## config.mk

```make
export PLATFORM = sky130hd
export DESIGN_NAME = barrel_shifter
export DESIGN_NICKNAME = d
export VERILOG_FILES = /design/src/rtl/barrel_shifter.sv
export SDC_FILE = /design/constraint.sdc
export NUM_CORES = 1
export LEC_CHECK = 0
export BUFFER_PORTS_ARGS = -buffer_cell sky130_fd_sc_hd__buf_2
export CORE_ASPECT_RATIO = 1.25
export CORE_UTILIZATION = 58
export CTS_CLUSTER_DIAMETER = 30
export DETAILED_ROUTE_END_ITERATION = 8
export PLACE_DENSITY = 0.85
export SYNTH_ARGS = -nofsm -noshare
export SYNTH_HDL_FRONTEND = slang
export SYNTH_SLANG_ARGS = --single-unit
```

## constraint.sdc

```tcl
create_clock -name clk -period 2.8 [get_ports clk]
set_clock_uncertainty 0.1 [all_clocks]
set_input_delay 0.14 -clock clk [delete_from_list [all_inputs] [get_ports clk]]
set_output_delay 0.14 -clock clk [all_outputs]
set_load 0.01 [all_outputs]
```

## src/rtl/barrel_shifter.sv

```systemverilog
// rtl/barrel_shifter.sv - registered 5-stage log barrel shifter (logical/rotate/arithmetic); optional zero flag via BARREL_SHIFTER_ZERO_FLAG_EN
module barrel_shifter #(
    parameter int N = 31
) (
    input  logic         clk,
    input  logic         rst,
    input  logic [N:0]   in,
    input  logic [4:0]   sl,
    input  logic         left_of_right,
    input  logic [1:0]   logick_rotate_ariphmetic_shift,
    output logic [N:0]   out
`ifdef BARREL_SHIFTER_ZERO_FLAG_EN
    ,
    output logic         zero
`endif
);

    localparam int W = N + 1;

    // Left shifts are done by bit-reversing the operand, shifting right,
    // and reversing the result back, so a single right-shifting network
    // serves both directions.
    logic         dir_right;
    logic         mode_rotate;
    logic         mode_arith;
    logic         fill_bit;

    logic [N:0]   in_rev;
    logic [N:0]   stg [0:5];
    logic [N:0]   res_rev;
    logic [N:0]   out_d;
    logic [N:0]   out_q;

    assign dir_right   = left_of_right;
    assign mode_rotate = (logick_rotate_ariphmetic_shift == 2'b01);
    assign mode_arith  = logick_rotate_ariphmetic_shift[1];

    // Sign extension only applies to arithmetic right shifts; arithmetic
    // left behaves as logical left and fills with zeros.
    assign fill_bit = mode_arith & dir_right & in[N];

    genvar gb;
    generate
        for (gb = 0; gb < W; gb++) begin : g_rev
            assign in_rev[gb]  = in[W-1-gb];
            assign res_rev[gb] = stg[5][W-1-gb];
        end
    endgenerate

    assign stg[0] = dir_right ? in : in_rev;

    // Stage k shifts right by 2**k when sl[k] is set. Bits entering at the
    // MSB end wrap around from the LSB end when rotating, otherwise they
    // take the fill bit.
    genvar gk, gi;
    generate
        for (gk = 0; gk < 5; gk++) begin : g_stage
            localparam int S = 1 << gk;
            for (gi = 0; gi < W; gi++) begin : g_bit
                if (gi + S < W) begin : g_inner
                    assign stg[gk+1][gi] = sl[gk] ? stg[gk][gi+S] : stg[gk][gi];
                end else begin : g_edge
                    assign stg[gk+1][gi] = sl[gk]
                                         ? (mode_rotate ? stg[gk][gi+S-W] : fill_bit)
                                         : stg[gk][gi];
                end
            end
        end
    endgenerate

    assign out_d = dir_right ? stg[5] : res_rev;

    // Output register: reset clears the result, otherwise capture the
    // combinational shift result of the inputs sampled on this edge.
    always_ff @(posedge clk) begin
        if (rst) begin
            out_q <= '0;
        end else begin
            out_q <= out_d;
        end
    end

    assign out = out_q;

`ifdef BARREL_SHIFTER_ZERO_FLAG_EN
    logic zero_d;
    logic zero_q;

    assign zero_d = (out_d == '0);

    // Zero flag registered alongside the result so both refer to the same edge.
    always_ff @(posedge clk) begin
        if (rst) begin
            zero_q <= 1'b0;
        end else begin
            zero_q <= zero_d;
        end
    end

    assign zero = zero_q;
`endif

endmodule

```

# == Yosys cells after proc, flatten, opt, wreduce, memory -nomap -nowiden ==
# Cells that the tools add are included.
# W data, S select, Z words.
# classes
eq_ne,1
bitwise_logic,2
n_mux,193
# ops
operator,n
$mux W1,191
$mux W32,2
$and A1 B1 Y1,2
$eq A2 B1 Y1 const B,1
# word_totals
input_bits,42
regBits,32
output_inout_bits,32

# == Longest topological paths before layout ==
# logic_depth
ltp_word,9
ltp_mapped,10

# == Least setup slack after synthesis ==
# OpenSTA, ideal clock, no wires.
# synth_timing
path_type,input port to flip-flop
start,in sl[1]
end,"reg out_q[2], in the netlist out[2]"
arrival_ps,2079
slack_ps,542
path_stages,9
setup_ps,79
path_cell_list,buf_2 > and2_1 > clkbuf_1 > and2_1 > or4_1 > mux4_2 > nor2_2 > a21oi_1 > a211oi_2
# synth_via
elab_chain_cells,6
elab_cells_between_ends,34
cone_classes,mux: 34
# synth_rtl
element,line_no,text
start: declaration,8,"input logic [4:0] sl,"
$mux W1,61,assign stg[gk+1][gi] = sl[gk] ? stg[gk][gi+S] : stg[gk][gi];
$mux W1 (on tied branches) (2 in a row),"64, 61",
$mux W1 (2 in a row),64,? (mode_rotate ? stg[gk][gi+S-W] : fill_bit)
$mux W32 *,71,assign out_d = dir_right ? stg[5] : res_rev;
end signal: assignment,79,out_q <= out_d;
end: declaration,32,logic [N:0] out_q;
# Every way passes the cells marked *; elsewhere a longest branch is shown, timed or not.
# A chain may end at the register's enable or synchronous reset.

# == Worst setup path in the final report ==
# layout_timing
start,in sl[0]
end,"reg out_q[4], in the netlist out[4]"
# layout_via
elab_chain_cells,7
elab_cells_between_ends,67
cone_classes,mux: 67
# layout_rtl
element,line_no
$mux W1,61
$mux W1 (on tied branches) (2 in a row),"64, 61"
$mux W1 (on tied branches),"61, 64"
$mux W1 (on tied branches) (2 in a row),"64, 61"
$mux W32 *,71
# Marks and branches as above.

==> key figures <==
Timing
  – Period Utilization, post-route: 86.2%
  – Fin crit period: 2.41 ns
  – Final Hold Viols: 0
  – Setup-failing EPs final: 0
  – Final TNS setup: 0 ns
  – Max-slew violation count: 0
  – Unrepaired setup endpoints after global routing: no
  – Worst slew margin: approximately three fifths
  – Maximum clock frequency: 414 MHz
  – Worst-Margin Slew: 0.628 ns

Placed design
  – Port bufs: 73
  – Placed Instance Area: 4630 um^2
  – Dpl cells: 615
  – HPWL Detailed: just over 10 mm
  – Gpl congestion: 0.993

Global routing
  – Largest net degree at the start of global routing: 29
  – First-pass GRT wire length: 21.1 mm
  – GRT Residual Overflow: 0
  – Initial antenna violation count: 0
  – Total GRT Usage: 35.6%
  – Vias in the first global route: 4165

Run
  – Max-cap violations: 0

Synth
  – Synth area leaders: mux4_2 (20%), dfxtp_1 (15%), mux2i_1 (11%)
  – Yosys top cell area share: 19.9%
  – Cells after synthesis: 472
  – Yosys warnings: 0
  – Syn Area/Cell: a little under 9 um^2
  – Asr flop ratio synth: 0%
  – Number of flops mapped to enable cells by yosys: 0
  – Post-synthesis register bit count: 32
  – Most used DFF post-synth: dfxtp_1
  – Synth area leader: mux4_2
  – Post-synthesis sequential area ratio: 15.3%
  – Synth Net Count: 514
  – Syn Std Cell Area: 4190 um^2
  – Yosys cell types: 61

Power and ir drop
  – Worst VDD drop: around 0.37 mV
  – PwrDens: around 380 nW/um^2
  – P_leak: just under 2 nW

Clock network
  – CTS root buffer: clkbuf_8
  – Num CTS Buffers: 5
  – Clock sinks: 32
  – Post-CTS Resized: 0
  – Worst-path clk slew: 0.06 ns
  – TritonCTS clock tree: done
  – Max H-tree Level: 2
  – Clock tree buffer depth: 2
  – Postcts setup bufs: 0
  – Hold buffers post-CTS: 0

Floorplan
  – Die Area: around 7600 um^2
  – Core ar.: 6980 um^2
  – Row cnt: 34
  – Die Y-Extent: 97.0 um
  – Initial Util: 60.0%
  – Die width: 78.0 um
  – Top Ports: 74

Detailed routing
  – 1st-pass router iterations: 5
  – DR iter-0 viols: 315
  – Overall routed net length: ~13 mm
  – WL/cell: 21.4 um
  – Vias per cell: 7.08
  – Via count: 4403
  – # DRC: 0
  – DRT antenna net count: 0

Min path
  – Worst hold-check path type: input port to flop

Finish
  – Filler cell count: 601
  – Fraction of layout cells with a size suffix above 1: 35.3%
  – Final nets: 574
  – Final instance area: 4730 um^2
  – Finished Layout Cells: approximately 620
  – Max reg flops: 32
  – Antenna Cells: 0
  – Layout Area Growth over Synthesis: 12.9%

Worst setup path
  – Crit-path cells: buf_4 -> buf_12 -> buf_4 -> mux2i_1 -> mux4_2 -> mux4_2 -> nor3_1 -> a21oi_1 -> o22ai_1
  – Worst path slowest cell: mux4_2
  – CP required: 2.88 ns
  – Crit end category: flop
  – Max FO, Critical Path: 27
  – Startpoint Class: input port
  – CP max stage delay: 0.54 ns
  – Crit path DAT: approximately 2.5 ns
  – Critical path class: input port to flop

Status
  – Status: completed
## worst max-delay path, delay by kind of cell
kind            cells  cell delay, ns
simple gates        1            0.20
compound gates      2            0.32
buf+inv             3            0.65
mux                 3            1.16
## per-layer routing
layer / wire [um] / vias to the layer above / GRT usage, %
met3: 957 / 52 / 4.34
met2: 6770 / 287 / 62.1
met4: 646 / 0 / 21.5
li1: - / 1982 / -
met1: 4920 / 2082 / 41.1
met5: 0 / - / 0
## logic make-up (layout without fill, tap and decap cells)
group           Yosys count  in the layout  synth area share, %
mux                     113            113                 39.0
simple gates            128            128                 14.5
flops                    32             32                 15.3
xor+xnor                  1              1                0.209
compound gates          147            147                 24.5
buf+inv                  51            111                 6.49
## stage by stage
| step | hold WS, ns | utilization [%] | setup slack [ns] | total power, mW |
|---|---|---|---|---|
| 6_report | 0.107 | 67.8 | 0.385 | 1.80 |
| 5_1_grt | 0.0945 | 67.8 | 0.287 | 1.89 |
| 4_1_cts | 0.0907 | 67.8 | 0.393 | 1.78 |
| 3_5_place_dp | 0.390 | 66.4 | 0.103 | 1.41 |
| 3_3_place_gp | 0.391 | 66.4 | 0.216 | 1.39 |
| 2_1_floorplan | 0.303 | - | 0.542 | 1.15 |
## final timing paths
kind / from / to / slack, ns / cells past startpoint
worst min-delay path: rst / out[25] / 0.11 / 2
worst max-delay path: sl[0] / out[4] / 0.39 / 9
## where the power goes
group	total [mW]	leakage (nW)	internal (mW)	switching [mW]
Combinational	0.910	1.64	0.395	0.516
Sequential	0.513	0.266	0.503	0.00946
Clock	0.378	0.0503	0.218	0.159
Total	1.80	1.96	1.12	0.684
## cell usage in the layout, fill, tap and decap left out, types with 4 or more instances in the layout
cell	count
a211oi_1	9
mux4_2	37
mux2_2	30
o22ai_1	23
buf_4	24
buf_2	72
o21ai_1	4
clkbuf_8	7
mux2i_1	46
nand3_1	7
nand2b_1	4
inv_1	4
and2_1	12
o21ai_0	21
dfxtp_1	32
nor3_1	16
nor2_1	32
o21a_1	5
a22oi_1	8
o221ai_1	9
a21oi_1	28
nand2_1	37
nor2b_1	6
o211ai_1	4
## cell type report
cell class              instances  area (um^2)  area share (%)
well taps                      90          113            2.38
flip-flops and latches         32          641            13.6
repair buffers                 98          581            12.3
inverters                       6         22.5           0.476
clock buffers                   7         96.3            2.04
multi-input cells             389         3270            69.3
## Yosys cell counts, types with 4 or more instances
master     n
mux2i_1   46
mux4_2    37
nand2_1   37
dfxtp_1   32
nor2_1    32
mux2_2    30
a21oi_1   28
clkbuf_1  24
o22ai_1   23
o21ai_0   21
nor3_1    16
and2_1    12
a211oi_1   9
o221ai_1   9
a22oi_1    8
nand3_1    7
buf_1      6
buf_2      6
nor2b_1    6
o21a_1     5
buf_4      4
inv_1      4
nand2b_1   4
o211ai_1   4
o21ai_1    4
Note: power is estimated with default switching activity, not from simulation.
